--- src/rtl/exu_muldiv_handler_pkg.sv ---
// Shared ISA constants, instruction layout and FSM state names for the
// RV32M multiply/divide execute handler.
package exu_muldiv_handler_pkg;

    localparam int RV_XLEN = 32;

    localparam logic [6:0] OPCODE_ALU    = 7'b0110011;
    localparam logic [6:0] FUNCT7_MULDIV = 7'b0000001;

    localparam logic [2:0] MD_FUNCT3_MUL    = 3'b000;
    localparam logic [2:0] MD_FUNCT3_MULH   = 3'b001;
    localparam logic [2:0] MD_FUNCT3_MULHSU = 3'b010;
    localparam logic [2:0] MD_FUNCT3_MULHU  = 3'b011;
    localparam logic [2:0] MD_FUNCT3_DIV    = 3'b100;
    localparam logic [2:0] MD_FUNCT3_DIVU   = 3'b101;
    localparam logic [2:0] MD_FUNCT3_REM    = 3'b110;
    localparam logic [2:0] MD_FUNCT3_REMU   = 3'b111;

    typedef struct packed {
        logic [6:0] funct7;
        logic [4:0] rs2;
        logic [4:0] rs1;
        logic [2:0] funct3;
        logic [4:0] rd;
        logic [6:0] opcode;
    } rv32i_inst_t;

    typedef enum logic [1:0] {
        MD_IDLE = 2'd0,
        MD_MUL  = 2'd1,
        MD_DIV  = 2'd2,
        MD_WB   = 2'd3
    } md_state_e;

    // funct3[2] separates the divide group from the multiply group
    function automatic logic md_is_div(input logic [2:0] funct3);
        return funct3[2];
    endfunction

endpackage

--- src/rtl/exu_muldiv_handler_if.sv ---
// GPR access bundle: two read ports and one write port.
interface exu_gpr_if_t
    import exu_muldiv_handler_pkg::*;
#(
    parameter int XLEN = RV_XLEN
);
    logic [4:0]      ra1;
    logic [4:0]      ra2;
    logic [XLEN-1:0] rd1;
    logic [XLEN-1:0] rd2;
    logic            wen;
    logic [4:0]      wa;
    logic [XLEN-1:0] wd;

    modport mst (output ra1, output ra2, input rd1, input rd2,
                 output wen, output wa, output wd);
    modport slv (input ra1, input ra2, output rd1, output rd2,
                 input wen, input wa, input wd);
endinterface

--- src/rtl/exu_muldiv_handler_div_iter.sv ---
// Radix-2 restoring divider on unsigned magnitudes, one quotient bit per
// cycle. Loads on start, steps XLEN times, raises last in the final step.
module exu_div_iter
    import exu_muldiv_handler_pkg::*;
#(
    parameter int XLEN = RV_XLEN
) (
    input  logic            clk,
    input  logic            rst_n,
    input  logic            start,
    input  logic [XLEN-1:0] dividend,
    input  logic [XLEN-1:0] divisor,
    output logic [XLEN-1:0] quot,
    output logic [XLEN-1:0] rem,
    output logic            last
);
    localparam int CNT_W = $clog2(XLEN);

    logic             run_q, run_d;
    logic [CNT_W-1:0] cnt_q, cnt_d;
    logic [XLEN-1:0]  quot_q, quot_d;
    logic [XLEN-1:0]  rem_q, rem_d;
    logic [XLEN-1:0]  dsr_q, dsr_d;
    logic [XLEN:0]    rem_sh;
    logic [XLEN:0]    diff;

    assign last = run_q && (cnt_q == CNT_W'(XLEN - 1));
    assign quot = quot_q;
    assign rem  = rem_q;

    // One restoring step: shift in the next dividend bit, subtract if it fits
    always_comb begin
        run_d  = run_q;
        cnt_d  = cnt_q;
        quot_d = quot_q;
        rem_d  = rem_q;
        dsr_d  = dsr_q;
        rem_sh = {rem_q, quot_q[XLEN-1]};
        diff   = rem_sh - {1'b0, dsr_q};
        if (start) begin
            run_d  = 1'b1;
            cnt_d  = '0;
            quot_d = dividend;
            rem_d  = '0;
            dsr_d  = divisor;
        end else if (run_q) begin
            cnt_d = cnt_q + CNT_W'(1);
            if (last) begin
                run_d = 1'b0;
            end
            if (!diff[XLEN]) begin
                rem_d  = diff[XLEN-1:0];
                quot_d = {quot_q[XLEN-2:0], 1'b1};
            end else begin
                rem_d  = rem_sh[XLEN-1:0];
                quot_d = {quot_q[XLEN-2:0], 1'b0};
            end
        end
    end

    // Sequencing state; reset aborts any division in flight
    always_ff @(posedge clk) begin
        if (!rst_n) begin
            run_q <= 1'b0;
            cnt_q <= '0;
        end else begin
            run_q <= run_d;
            cnt_q <= cnt_d;
        end
    end

    // Datapath registers
    always_ff @(posedge clk) begin
        quot_q <= quot_d;
        rem_q  <= rem_d;
        dsr_q  <= dsr_d;
    end

endmodule

--- src/rtl/exu_muldiv_handler.sv ---
// RV32M execute handler: iterative shift-add multiply and restoring divide,
// stalling through busy and writing back in a single WB cycle.
module exu_muldiv_handler
    import exu_muldiv_handler_pkg::*;
#(
    parameter int XLEN    = RV_XLEN,
    parameter int MUL_BPC = 4
) (
    input  logic        clk,
    input  logic        rst_n,
    input  logic        sel,
    input  rv32i_inst_t inst,
    exu_gpr_if_t.mst    gpr_mst,
    output logic        busy,
    output logic        done
);
    localparam int MUL_CYC = XLEN / MUL_BPC;
    localparam int CNT_W   = $clog2(MUL_CYC + 1);

    localparam logic [1:0] ST_IDLE = MD_IDLE;
    localparam logic [1:0] ST_MUL  = MD_MUL;
    localparam logic [1:0] ST_DIV  = MD_DIV;
    localparam logic [1:0] ST_WB   = MD_WB;

    logic [1:0]        state_q, state_d;
    logic [CNT_W-1:0]  cnt_q, cnt_d;
    logic [4:0]        rd_q, rd_d;
    logic [2:0]        f3_q, f3_d;
    logic              neg_q, neg_d;
    logic              spec_q, spec_d;
    logic [XLEN-1:0]   spec_res_q, spec_res_d;
    logic [2*XLEN-1:0] acc_q, acc_d;
    logic [XLEN-1:0]   mcand_q, mcand_d;

    logic              accept;
    logic [2:0]        f3;
    logic              is_div, a_signed, b_signed, a_neg, b_neg;
    logic [XLEN-1:0]   a_mag, b_mag, op_spec_res;
    logic              div_zero, div_ovf, op_special, op_neg;

    logic [XLEN+MUL_BPC-1:0] mul_pp, mul_sum;
    logic [2*XLEN-1:0]       acc_step;
    logic [2*XLEN-1:0]       prod;
    logic [XLEN-1:0]         mul_res, div_mag, div_res, wb_res;

    logic              div_start, div_last;
    logic [XLEN-1:0]   div_quot, div_rem;

    assign accept = (state_q == ST_IDLE) && sel && (inst.opcode == OPCODE_ALU)
                    && (inst.funct7 == FUNCT7_MULDIV);
    assign busy   = accept || (state_q == ST_MUL) || (state_q == ST_DIV);
    assign done   = (state_q == ST_WB);

    // Decode signedness, magnitudes and the zero-cycle divide cases
    always_comb begin
        f3         = inst.funct3;
        is_div     = md_is_div(f3);
        a_signed   = (f3 == MD_FUNCT3_MULH) || (f3 == MD_FUNCT3_MULHSU)
                     || (f3 == MD_FUNCT3_DIV) || (f3 == MD_FUNCT3_REM);
        b_signed   = (f3 == MD_FUNCT3_MULH) || (f3 == MD_FUNCT3_DIV)
                     || (f3 == MD_FUNCT3_REM);
        a_neg      = a_signed && gpr_mst.rd1[XLEN-1];
        b_neg      = b_signed && gpr_mst.rd2[XLEN-1];
        a_mag      = a_neg ? -gpr_mst.rd1 : gpr_mst.rd1;
        b_mag      = b_neg ? -gpr_mst.rd2 : gpr_mst.rd2;
        // Remainder follows the dividend sign; everything else the XOR
        op_neg     = (is_div && f3[1]) ? a_neg : (a_neg ^ b_neg);
        div_zero   = (gpr_mst.rd2 == '0);
        div_ovf    = a_signed && (gpr_mst.rd1 == {1'b1, {(XLEN-1){1'b0}}})
                     && (gpr_mst.rd2 == '1);
        op_special = is_div && (div_zero || div_ovf);
        if (div_zero) begin
            op_spec_res = f3[1] ? gpr_mst.rd1 : '1;
        end else begin
            op_spec_res = f3[1] ? '0 : gpr_mst.rd1;
        end
    end

    // Shift-add step: add multiplicand times the low MUL_BPC multiplier bits
    always_comb begin
        mul_pp = '0;
        for (int i = 0; i < MUL_BPC; i++) begin
            if (acc_q[i]) begin
                mul_pp = mul_pp + ({{MUL_BPC{1'b0}}, mcand_q} << i);
            end
        end
        mul_sum = {{MUL_BPC{1'b0}}, acc_q[2*XLEN-1:XLEN]} + mul_pp;
    end

    if (MUL_BPC < XLEN) begin : g_acc_shift
        assign acc_step = {mul_sum, acc_q[XLEN-1:MUL_BPC]};
    end else begin : g_acc_full
        assign acc_step = mul_sum;
    end

    // Final result selection and sign restore for the write-back cycle
    always_comb begin
        prod    = neg_q ? -acc_q : acc_q;
        mul_res = (f3_q == MD_FUNCT3_MUL) ? prod[XLEN-1:0] : prod[2*XLEN-1:XLEN];
        div_mag = f3_q[1] ? div_rem : div_quot;
        div_res = neg_q ? -div_mag : div_mag;
        if (spec_q) begin
            wb_res = spec_res_q;
        end else if (f3_q[2]) begin
            wb_res = div_res;
        end else begin
            wb_res = mul_res;
        end
    end

    // GPR port drive: reads in the accept cycle, write only in WB
    always_comb begin
        gpr_mst.ra1 = 'x;
        gpr_mst.ra2 = 'x;
        gpr_mst.wen = 1'b0;
        gpr_mst.wa  = 'x;
        gpr_mst.wd  = 'x;
        if (accept) begin
            gpr_mst.ra1 = inst.rs1;
            gpr_mst.ra2 = inst.rs2;
        end
        if (state_q == ST_WB) begin
            gpr_mst.wen = 1'b1;
            gpr_mst.wa  = rd_q;
            gpr_mst.wd  = wb_res;
        end
    end

    // FSM next state, operand capture and multiplier accumulation
    always_comb begin
        state_d    = state_q;
        cnt_d      = cnt_q;
        rd_d       = rd_q;
        f3_d       = f3_q;
        neg_d      = neg_q;
        spec_d     = spec_q;
        spec_res_d = spec_res_q;
        acc_d      = acc_q;
        mcand_d    = mcand_q;
        div_start  = 1'b0;
        case (state_q)
            ST_IDLE: begin
                if (accept) begin
                    rd_d       = inst.rd;
                    f3_d       = f3;
                    neg_d      = op_neg;
                    spec_d     = op_special;
                    spec_res_d = op_spec_res;
                    cnt_d      = '0;
                    acc_d      = {{XLEN{1'b0}}, b_mag};
                    mcand_d    = a_mag;
                    if (!is_div) begin
                        state_d = ST_MUL;
                    end else if (op_special) begin
                        state_d = ST_WB;
                    end else begin
                        state_d   = ST_DIV;
                        div_start = 1'b1;
                    end
                end
            end
            ST_MUL: begin
                acc_d = acc_step;
                if (cnt_q == CNT_W'(MUL_CYC - 1)) begin
                    state_d = ST_WB;
                    cnt_d   = '0;
                end else begin
                    cnt_d = cnt_q + CNT_W'(1);
                end
            end
            ST_DIV: begin
                if (div_last) begin
                    state_d = ST_WB;
                end
            end
            ST_WB:   state_d = ST_IDLE;
            default: state_d = ST_IDLE;
        endcase
    end

    // Control state; reset abandons any operation without write-back
    always_ff @(posedge clk) begin
        if (!rst_n) begin
            state_q <= ST_IDLE;
            cnt_q   <= '0;
        end else begin
            state_q <= state_d;
            cnt_q   <= cnt_d;
        end
    end

    // Latched instruction fields and multiplier datapath
    always_ff @(posedge clk) begin
        rd_q       <= rd_d;
        f3_q       <= f3_d;
        neg_q      <= neg_d;
        spec_q     <= spec_d;
        spec_res_q <= spec_res_d;
        acc_q      <= acc_d;
        mcand_q    <= mcand_d;
    end

    exu_div_iter #(
        .XLEN (XLEN)
    ) u_div (
        .clk      (clk),
        .rst_n    (rst_n),
        .start    (div_start),
        .dividend (a_mag),
        .divisor  (b_mag),
        .quot     (div_quot),
        .rem      (div_rem),
        .last     (div_last)
    );

endmodule

--- src/flat_wrapper.sv ---
// flat-port wrapper written by rule: the top's interface ports become plain ports
module exu_muldiv_handler_flat import exu_muldiv_handler_pkg::*;
#(
    parameter int XLEN    = RV_XLEN,
    parameter int MUL_BPC = 4
)
  (clk, rst_n, sel, inst, busy, done, gpr_mst_ra1, gpr_mst_ra2, gpr_mst_rd1, gpr_mst_rd2, gpr_mst_wen, gpr_mst_wa, gpr_mst_wd);
  exu_gpr_if_t #(.XLEN(XLEN)) gpr_mst_i ();
  input  logic clk;
  input  logic rst_n;
  input  logic sel;
  input  rv32i_inst_t inst;
  output logic busy;
  output logic done;
  output wire logic [$bits(gpr_mst_i.ra1)-1:0] gpr_mst_ra1;
  output wire logic [$bits(gpr_mst_i.ra2)-1:0] gpr_mst_ra2;
  input wire logic [$bits(gpr_mst_i.rd1)-1:0] gpr_mst_rd1;
  input wire logic [$bits(gpr_mst_i.rd2)-1:0] gpr_mst_rd2;
  output wire logic [$bits(gpr_mst_i.wen)-1:0] gpr_mst_wen;
  output wire logic [$bits(gpr_mst_i.wa)-1:0] gpr_mst_wa;
  output wire logic [$bits(gpr_mst_i.wd)-1:0] gpr_mst_wd;
  assign gpr_mst_ra1 = gpr_mst_i.ra1;
  assign gpr_mst_ra2 = gpr_mst_i.ra2;
  assign gpr_mst_i.rd1 = gpr_mst_rd1;
  assign gpr_mst_i.rd2 = gpr_mst_rd2;
  assign gpr_mst_wen = gpr_mst_i.wen;
  assign gpr_mst_wa = gpr_mst_i.wa;
  assign gpr_mst_wd = gpr_mst_i.wd;
  exu_muldiv_handler #(.XLEN(XLEN), .MUL_BPC(MUL_BPC)) u_core (.clk(clk), .rst_n(rst_n), .sel(sel), .inst(inst), .gpr_mst(gpr_mst_i), .busy(busy), .done(done));
endmodule
--- config.mk ---
export PLATFORM = sky130hd
export DESIGN_NAME = exu_muldiv_handler_flat
export DESIGN_NICKNAME = d
export VERILOG_FILES = /design/src/rtl/exu_muldiv_handler_pkg.sv /design/src/rtl/exu_muldiv_handler_if.sv /design/src/rtl/exu_muldiv_handler_div_iter.sv /design/src/rtl/exu_muldiv_handler.sv /design/src/flat_wrapper.sv
export SDC_FILE = /design/constraint.sdc
export NUM_CORES = 1
export LEC_CHECK = 0
export CELL_PAD_IN_SITES_DETAIL_PLACEMENT = 1
export CELL_PAD_IN_SITES_GLOBAL_PLACEMENT = 2
export CORE_MARGIN = 4
export CORE_UTILIZATION = 33
export DETAILED_ROUTE_END_ITERATION = 10
export GPL_TIMING_DRIVEN = 0
export HOLD_SLACK_MARGIN = 0.06
export PLACE_DENSITY_LB_ADDON = 0.1
export SYNTH_ARGS = -nofsm -noshare
export SYNTH_HDL_FRONTEND = slang
export SYNTH_SLANG_ARGS = --single-unit
--- constraint.sdc ---
create_clock -name clk -period 15.2 [get_ports clk]
set_input_delay 4.56 -clock clk [delete_from_list [all_inputs] [get_ports clk]]
set_output_delay 4.56 -clock clk [all_outputs]
set_load 0.005 [all_outputs]
After elaboration in Yosys (flattened, before gate mapping):

Cells that the tools add are included.

* $add $sub $neg: 11
* equality and inequality tests: 16
* multiplexer cells: 43
* bitwise logic cells: 2
* reduce and logical (&&, ||, !) cells: 27

Operators with widths (number)
* $mux W32: 15
* $mux W64: 2
* $pmux W64 S2: 1
* $mux W36: 3
* $neg A32 Y32: 3
* $eq A32 B32 Y1 const B: 2
* $neg A64 Y64: 1
* $add A32 B36 Y36: 1
* $add A36 B33 Y36: 1
* $add A36 B34 Y36: 1
* $add A36 B35 Y36: 1
* $sub A33 B32 Y33: 1
* $logic_not A32 Y1: 1
* $mux W5: 3
* $mux W1: 11
* $logic_and A1 B1 Y1: 10
* $logic_or A1 B1 Y1: 8
* $mux W2: 4
* $mux W4: 2
* $pmux W2 S4: 1
* $pmux W4 S2: 1
* $eq A7 B1 Y1 const B: 1
* $eq A7 B6 Y1 const B: 1
* $eq A3 B3 Y1 const B: 2
* 18 further kinds: 22

* flip-flop bits (word level): 246
* input port bits: 99
* output and inout bits: 50

Logic depth before layout (Yosys ltp):

Gate-level depths: netlist of run 1.

* word-level depth: 13
* depth in mapped cells: 47
* depth with buffers taken out: 46

Hierarchy:

Synthesis of run 1 repeated with hierarchy kept, for this count alone.

* cells, all modules: 2769
* area, all modules: 24151.9 um2

By module, submodules not included
* exu_muldiv_handler: times used 1, cells each 2202, area an instance 18247.5 um2, sequential area each 4264.1 um2
* exu_div_iter: times used 1, cells each 567, area an instance 5904.4 um2, sequential area each 2682.6 um2

Worst setup path before layout of run 1:

OpenSTA, ideal clock, no wires.

* path kind: input to output
* start: input inst[6] (netlist name)
* end: output busy
* data arrival time: 7.046 ns
* setup slack: 3.594 ns
* cell stages on the path: 4
* path through: nand4b_1 nor4_1 and3_1 or3_1

* word-level cells in the longest chain between the ends: 5

Ends and longest elaborated chain
* start: declaration: line flat_wrapper.sv:12 `input rv32i_inst_t inst;`
* $eq A7 B6 Y1: line exu_muldiv_handler.sv:49 `assign accept = (state_q == ST_IDLE) && sel && (inst.opcode == OPCODE_ALU)`
* $logic_and A1 B1 Y1: line exu_muldiv_handler.sv:49
* $logic_and A1 B1 Y1: line exu_muldiv_handler.sv:50 `&& (inst.funct7 == FUNCT7_MULDIV);`
* $logic_or A1 B1 Y1 (2 in a row): line exu_muldiv_handler.sv:51 `assign busy = accept || (state_q == ST_MUL) || (state_q == ST_DIV);`
* end: declaration: line flat_wrapper.sv:13 `output logic busy;`

No other way between the ends.

Final worst setup path of run 1:

* start: register u_core.acc_q[0]
* end: register u_core.acc_q[61], data pin

* word-level cells in the longest chain between the ends: 9

Ends and longest elaborated chain
* start: declaration: line exu_muldiv_handler.sv:32 `logic [2*XLEN-1:0] acc_q, acc_d;`
* start signal: assignment: line exu_muldiv_handler.sv:199 `acc_q <= acc_d;`
* $mux W32 (*): line exu_muldiv_handler.sv:83 `if (acc_q[i]) begin`
* $add A36 B33 Y36: line exu_muldiv_handler.sv:84 `mul_pp = mul_pp + ({{MUL_BPC{1'b0}}, mcand_q} << i);`
* $mux W36 (*): line exu_muldiv_handler.sv:83
* $add A36 B34 Y36: line exu_muldiv_handler.sv:84
* $mux W36 (*): line exu_muldiv_handler.sv:83
* $add A36 B35 Y36: line exu_muldiv_handler.sv:84
* $mux W36 (*): line exu_muldiv_handler.sv:83
* $add A32 B36 Y36 (*): line exu_muldiv_handler.sv:87 `mul_sum = {{MUL_BPC{1'b0}}, acc_q[2*XLEN-1:XLEN]} + mul_pp;`
* $pmux W64 S2 (*): line exu_muldiv_handler.sv:141 `case (state_q)`

Every way passes the cells marked *; elsewhere a longest branch is shown, timed or not.
A chain may end at the register's enable or synchronous reset.

==> flow_summary_export.csv, run 1 <==
group,metric,value,unit
detailed_routing,viasPerCell,5.57,
worst_hold_path,hold_depth,2,
timing,fin_skew,0.0293,ns
critical_path,critPathArrivalTime,12.51,ns
power_and_ir_drop,p_int,1.43,mW
timing,final.setup.worst_slack,3.03,ns
clock_network,cts_made_buffers,30,
detailed_routing,ant_nets,0,
global_route,grt_pass1_vias,22300,
cells_and_area,nFillCells,8287,
placement,dp_slack,3.11,ns
clock_network,htreeDepth,1,
power_and_ir_drop,power.share.clock,35.9,%
critical_path,cpPeakStageDelay,0.82,ns
synth,synth_edf_count,202,
critical_path,slowest_stage,"clkbuf_1",
timing,fmax,82.2,MHz
timing,worst_pin_slew,1.23,ns
power_and_ir_drop,swShare,32.2,%
cells_and_area,final_common_cell,"a21oi_1",
detailed_routing,wl,101000,um
clock_network,worstSkewPairLatency,0.59,ns
detailed_routing,drt_iter0_drc,1301,
timing,finalHoldViolCount,0,
critical_path,crit_path_start_kind,"flip-flop",
synth,ys_seq_area_share,29.5,%
global_route,grt-busiest-layer,"met2",
global_route,gr-usage-met3,1.89,%
clock_network,clockBufferDepth,3,
clock_network,cts_setup_buffers,0,
global_route,grt-ovfl-total,0,
synth,ys_warn_count,0,
clock_network,cts_sinks,246,
critical_path,crit_required,15.54,ns
power_and_ir_drop,power_density,77.7,nW/um^2
die,core,70400,sq um
placement,place_congestion,0.995,
placement,dp_hpwl,83600,um
synth,synthArstFlopShare,0,%
critical_path,cpMostUsedCell,"o21ai_0",
cells_and_area,fin_nets,3200,
global_route,use_met1,33.0,%
critical_path,crit_buf_inv,3,
global_route,grt_max_degree,70,
cells_and_area,layout_common_cells,"252 x a21oi_1, 247 x nor2_1, 221 x nand2_1",
global_route,grtUsageTotal,25.9,%
synth,yosysUniqueCellTypes,78,
timing,finalSetupViolCount,0,
global_route,grt_first_pass_wirelength,147000,um
detailed_routing,wire_per_inst,25.9,um
power_and_ir_drop,ir_drop,0.0000751,V
synth,synth.top_cell.area_share,25.7,%
clock_network,cts_tree,"done",
global_route,antenna_found_initial,3,
timing,min_period_over_period,80.0,%
synth,syn_avg_cell_area,8.56,sq um
timing,rsz0062_at_grt,"false",
run,drv_cap,0,
clock_network,ctsResizeCount,0,
critical_path,path_max_fanout,10,
critical_path,crit_type,"flip-flop to flip-flop",
timing,tns,0,ns
clock_network,cts_hold_buf,0,
clock_network,root_buffer,"clkbuf_16",
placement,io_buffers,135,
critical_path,cp_top_family,"compound AO/OA/AOI/OAI gates",
timing,max_slew_margin,17.8,%
cells_and_area,seq_area,6950,sq um
synth,synthCells,2755,
timing,post-route-min-period,12.17,ns
power_and_ir_drop,power_switching,682,uW
detailed_routing,route.detailed.drc,0,
synth,synth_flop_cell,"edfxtp_1",
global_route,use_met2,46.6,%
die,die_h,275,um
die,row_count,97,
status,status,"complete, no violations",
clock_network,clk_pin_slew,0.07,ns
detailed_routing,vias,21700,
worst_hold_path,hold_path_class,"flip-flop to flip-flop",
cells_and_area,multi_input_area,15600,sq um
die,die_w,275,um
critical_path,ff2ff_setup_slack,3.03,ns
timing,slew_viol_final,0,
cells_and_area,area_growth,15.4,%
power_and_ir_drop,finalPower,2.12,mW
detailed_routing,first_pass_iters,5,
critical_path,endpoint_kind,"flip-flop",
critical_path,cp.depth,44,
cells_and_area,drive_gt1_share,7.36,%
synth,synth.area.top_cells,"edfxtp_1 26%, ha_1 9.1%, xnor2_1 5.6%",
synth,yosys.area.top_type,"edfxtp_1",
synth,synth_nets,3030,
critical_path,ff2ff_path_depth,44,
synth,synth_area,23600,sq um
die,start_util,33.5,%
power_and_ir_drop,leakagePower,10.6,nW
power_and_ir_drop,comb_power_share,27.6,%
die,io_pins,149,
synth,synth_seq_cells,246,
power_and_ir_drop,seqPwrFrac,36.5,%
die,die_area,75800,sq um
-- final timing paths --
| path | to | from |
|---|---|---|
| max reg2reg | u_core.acc_q[61] | u_core.acc_q[0] |
| min | u_core.u_div.cnt_q[3] | u_core.u_div.cnt_q[3] |
| max | u_core.acc_q[61] | u_core.acc_q[0] |
| min reg2reg | u_core.u_div.cnt_q[3] | u_core.u_div.cnt_q[3] |
-- worst register-to-register path, delay by kind of cell, from the launching register on --
kind            cells  cell delay (ns)
simple gates       11             1.94
fa+ha+maj           4             1.16
xor+xnor            3             0.43
mux                 4             0.96
compound gates     19             5.05
flops               1             0.45
buf+inv             3             1.92
-- stage by stage --
stage                     util, %  area (sq um)  hold slack (ns)  cells
final                        38.7         27200            0.531   3890
after detailed placement     37.2         26200            0.509   3833
after global routing         38.7         27200            0.555   3889
after CTS                    38.7         27200            0.529   3889
after global placement       37.1         26100            0.487   3830
after floorplan                 -         23600            0.466   2755
-- area by class of cell --
cell class	instances	share of cell area, %
multi-input cells	2246	57.3
flip-flops and latches	246	25.5
repair buffers	138	5.21
well taps	940	4.32
clock buffers	40	3.12
plain buffers	124	1.92
inverters	139	1.92
clock inverters	16	0.639
diodes	1	0.00919
-- power by group through the flow --
stage	Clock [mW]	Sequential [mW]	Combinational [mW]
after floorplan	0	0.779	0.374
after global placement	0	0.786	0.563
after detailed placement	0	0.786	0.576
after CTS	0.776	0.771	0.581
after global routing	0.803	0.773	0.635
final	0.761	0.772	0.583
-- routing by layer --
layer | share of wire, % | vias up | wire, um
li1 | - | 10400 | -
met1 | 45 | 10800 | 45100
met2 | 49 | 362 | 49400
met3 | 2.7 | 116 | 2720
met4 | 3.6 | 0 | 3600
met5 | 0 | - | 0
-- cell families (layout without fill, tap and decap cells) --
kind of cell | Yosys count | in the layout | share of synthesized area, %
xor gates and xnor gates | 289 | 289 | 10.7
muxes | 177 | 177 | 8.05
other | 0 | 1 | 0
DFF | 246 | 246 | 29.5
AOI/OAI and AO/OA | 781 | 781 | 20.9
buffers and inverters | 263 | 457 | 4.42
adders and majority gates | 176 | 176 | 9.50
and+or+nand+nor | 823 | 823 | 16.9
-- state kept, by name, summed over array words and instances, names as in the netlist --
| signal | cells |
|---|---|
| u_core.spec_res_q | 32 |
| u_core.acc_q | 64 |
| u_core.u_div.run_q | 1 |
| u_core.u_div.rem | 32 |
| u_core.cnt_q | 4 |
| u_core.f3_q | 3 |
| u_core.u_div.quot | 32 |
| u_core.spec_q | 1 |
| u_core.state_q | 2 |
| u_core.rd_q | 5 |
| u_core.u_div.cnt_q | 5 |
| u_core.u_div.dsr_q | 32 |
| u_core.mcand_q | 32 |
| u_core.neg_q | 1 |
-- synthesized netlist by cell type (all sizes together), types with 5 or more instances --
cell,number
a21oi,252
nor2,247
nand2,221
edfxtp,202
ha,171
o21ai,166
xnor2,152
inv,138
xor2,137
mux2,101
a211oi,89
clkbuf,81
a21o,78
mux2i,76
nor3,64
dfxtp,44
buf,43
nand3,43
nand2b,42
o31ai,40
or3,35
nor2b,33
and2,30
nand4,22
o211ai,22
o21a,21
a31oi,20
or2,18
and3,17
nor4,15
o21bai,13
o41ai,13
or4,10
nor3b,7
o2111ai,6
a21boi,5
a311o,5
and4,5
fa,5
nand3b,5
(Power assumes the default switching activity.)
==> inputs of run 2 (changes only) <==
- clock period: 15.2 -> 9.81 ns (I/O delays scaled with it)
==> run 2 against run 1 <==
Clock power rose by 55%. Utilization rose by 0.92 points. Worst hold slack got worse by 0.0086 ns. Design area rose by 2.4%. Register-to-register slack got worse by 2.7 ns. Fmax rose by 29%. Clock-buffer cell count did not move. Sequential share of layout area fell by 0.59 points. Critical endpoint is now u_core.acc_q[62]. Largest cell class unchanged. Highest routed layer unchanged.
==> flow_summary_export.csv, run 2 (synthesis results as in run 1) <==
group,metric,value,unit
detailed_routing,first_pass_iters,4,
cells_and_area,final_area,27900,sq um
cells_and_area,final_common_cell,"nor2_1",
detailed_routing,vias,21800,
timing,slew_viol_final,0,
critical_path,critPathArrivalTime,9.80,ns
timing,worst_pin_slew,1.14,ns
critical_path,worstReg2RegStart,"u_core.acc_q[0]",
die,start_util,33.5,%
power_and_ir_drop,power_density,119,nW/um^2
cells_and_area,area_growth,18.2,%
clock_network,clockBufferDepth,3,
power_and_ir_drop,power.share.clock,35.5,%
clock_network,cts_sinks,246,
power_and_ir_drop,ir_drop,0.000117,V
global_route,grt_pass1_vias,22400,
power_and_ir_drop,seqPwrFrac,36.0,%
timing,min_period_over_period,96.4,%
critical_path,crit_path_start_kind,"flip-flop",
power_and_ir_drop,comb_power_share,28.6,%
detailed_routing,viasPerCell,5.56,
detailed_routing,drt_iter0_drc,1137,
worst_hold_path,hold_path_class,"flip-flop to flip-flop",
critical_path,path_max_fanout,6,
timing,post-route-min-period,9.46,ns
placement,place_congestion,0.995,
power_and_ir_drop,leakagePower,10.9,nW
placement,place_area,26200,sq um
placement,io_buffers,135,
detailed_routing,ant_nets,0,
timing,finalHoldViolCount,0,
clock_network,htreeDepth,1,
cells_and_area,layout_common_cells,"246 x nor2_1, 240 x a21oi_1, 220 x nand2_1",
detailed_routing,wl,101000,um
timing,fmax,106,MHz
run,drv_cap,0,
critical_path,endpoint_kind,"flip-flop",
clock_network,worstSkewPairLatency,0.60,ns
global_route,antenna_found_initial,2,
placement,dp_hpwl,83600,um
critical_path,cpPeakStageDelay,0.56,ns
global_route,grt-ovfl-total,0,
critical_path,crit_required,10.15,ns
critical_path,crit_type,"flip-flop to flip-flop",
critical_path,crit_end,"u_core.acc_q[62]",
die,die_area,75800,sq um
timing,finalSetupViolCount,0,
cells_and_area,fin_nets,3230,
power_and_ir_drop,swShare,32.4,%
detailed_routing,wire_per_inst,25.9,um
clock_network,cts_tree,"done",
critical_path,crit_start,"u_core.acc_q[0]",
power_and_ir_drop,p_int,2.25,mW
clock_network,clk_pin_slew,0.07,ns
detailed_routing,route.detailed.drc,0,
critical_path,slowest_stage,"or4_1",
critical_path,ff2ff_setup_slack,0.35,ns
power_and_ir_drop,finalPower,3.33,mW
cells_and_area,fin_cells,3919,
critical_path,ff2ff_path_depth,47,
cells_and_area,regMostFlops,"u_core.acc_q",
die,die_h,275,um
clock_network,root_buffer,"clkbuf_16",
timing,fin_skew,0.0295,ns
die,row_count,97,
cells_and_area,largest_reg_flops,64,
timing,max_slew_margin,23.5,%
critical_path,rr_endpoint,"u_core.acc_q[62]",
die,io_pins,149,
placement,dp_cells,3833,
status,status,"complete, no violations",
cells_and_area,nFillCells,8260,
global_route,grt_max_degree,70,
cells_and_area,drive_gt1_share,10.5,%
die,core,70400,sq um
global_route,grt_first_pass_wirelength,147000,um
clock_network,cts_made_buffers,30,
clock_network,cts_hold_buf,0,
cells_and_area,n_antenna_cell,0,
power_and_ir_drop,power_switching,1.08,mW
die,die_w,275,um
global_route,grtUsageTotal,26.0,%
-- run 2: cell types whose count changed in the layout (fill, tap and decap cells not counted), sizes merged --
| cell | previous run | this run |
|---|---|---|
| buf | 46 | 75 |
| inv | 141 | 140 |
| diode | 1 | 0 |
| clkinvlp | 2 | 4 |
| clkdlybuf4s15 | 0 | 2 |
| clkbuf | 121 | 120 |
| clkinv | 9 | 8 |
-- run 2: worst max-delay path, delay by kind of cell, from the launching register on --
family / cells / cell delay (ns)
adder cells (fa/ha/maj): 5 / 1.28
XOR/XNOR: 3 / 0.38
AO/OA/AOI/OAI: 21 / 3.99
AND/OR/NAND/NOR: 13 / 2.06
buffers and inverters: 3 / 0.38
flip-flops: 1 / 0.50
multiplexers: 2 / 0.60
-- run 2: worst min-delay path by stage --
stage,startpoint,end,cells past startpoint,slack (ns)
4_1_cts,u_core.u_div.cnt_q[3],u_core.u_div.cnt_q[3],2,0.53
2_1_floorplan,u_core.state_q[0],u_core.state_q[0],2,0.47
5_1_grt,u_core.u_div.cnt_q[3],u_core.u_div.cnt_q[3],2,0.56
6_report,u_core.u_div.cnt_q[3],u_core.u_div.cnt_q[3],2,0.52
3_3_place_gp,u_core.state_q[0],u_core.state_q[0],2,0.49
3_5_place_dp,u_core.u_div.cnt_q[3],u_core.u_div.cnt_q[3],2,0.51
-- run 2: area by class of cell --
type / count / area [sq um] / area share (%)
clock inverters: 16 / 174 / 0.624
multi-input cells: 2246 / 15900 / 57.2
repair buffers: 170 / 1670 / 6.00
flip-flops and latches: 246 / 6950 / 24.9
well taps: 940 / 1180 / 4.22
plain buffers: 122 / 581 / 2.08
inverters: 139 / 529 / 1.90
clock buffers: 40 / 848 / 3.04
-- run 2: repair_timing --
item	4_1_cts	5_1_grt
resized for setup	53	50
setup buffers	9	23
setup endpoints to repair	28	16
pin swaps	11	28
-- run 2: per-layer routing --
metal | up-vias | GRT usage [%] | routed length [um]
li1 | 10400 | - | -
met1 | 10900 | 33.1 | 45500
met2 | 358 | 46.9 | 49700
met3 | 116 | 1.86 | 2540
met4 | 0 | 7.86 | 3600
met5 | - | 0 | 0
-- run 2: metrics by stage --
step	util (%)	hold slack [ns]	TNS [ns]	setup slack (ns)
final	39.6	0.522	0	0.354
after detailed placement	37.2	0.509	-26.25	-2.28
after global placement	37.1	0.487	-41.14	-2.24
after CTS	39.1	0.529	0	0.00576
after floorplan	-	0.466	0	1.07
after global routing	39.6	0.555	-0.277	-0.0917
-- run 2: power groups by stage --
stage	clock, mW	combinational (mW)	sequential (mW)
after global routing	1.24	1.03	1.20
after detailed placement	0	0.893	1.22
after global placement	0	0.873	1.22
after floorplan	0	0.580	1.21
after CTS	1.20	0.919	1.20
final	1.18	0.950	1.20
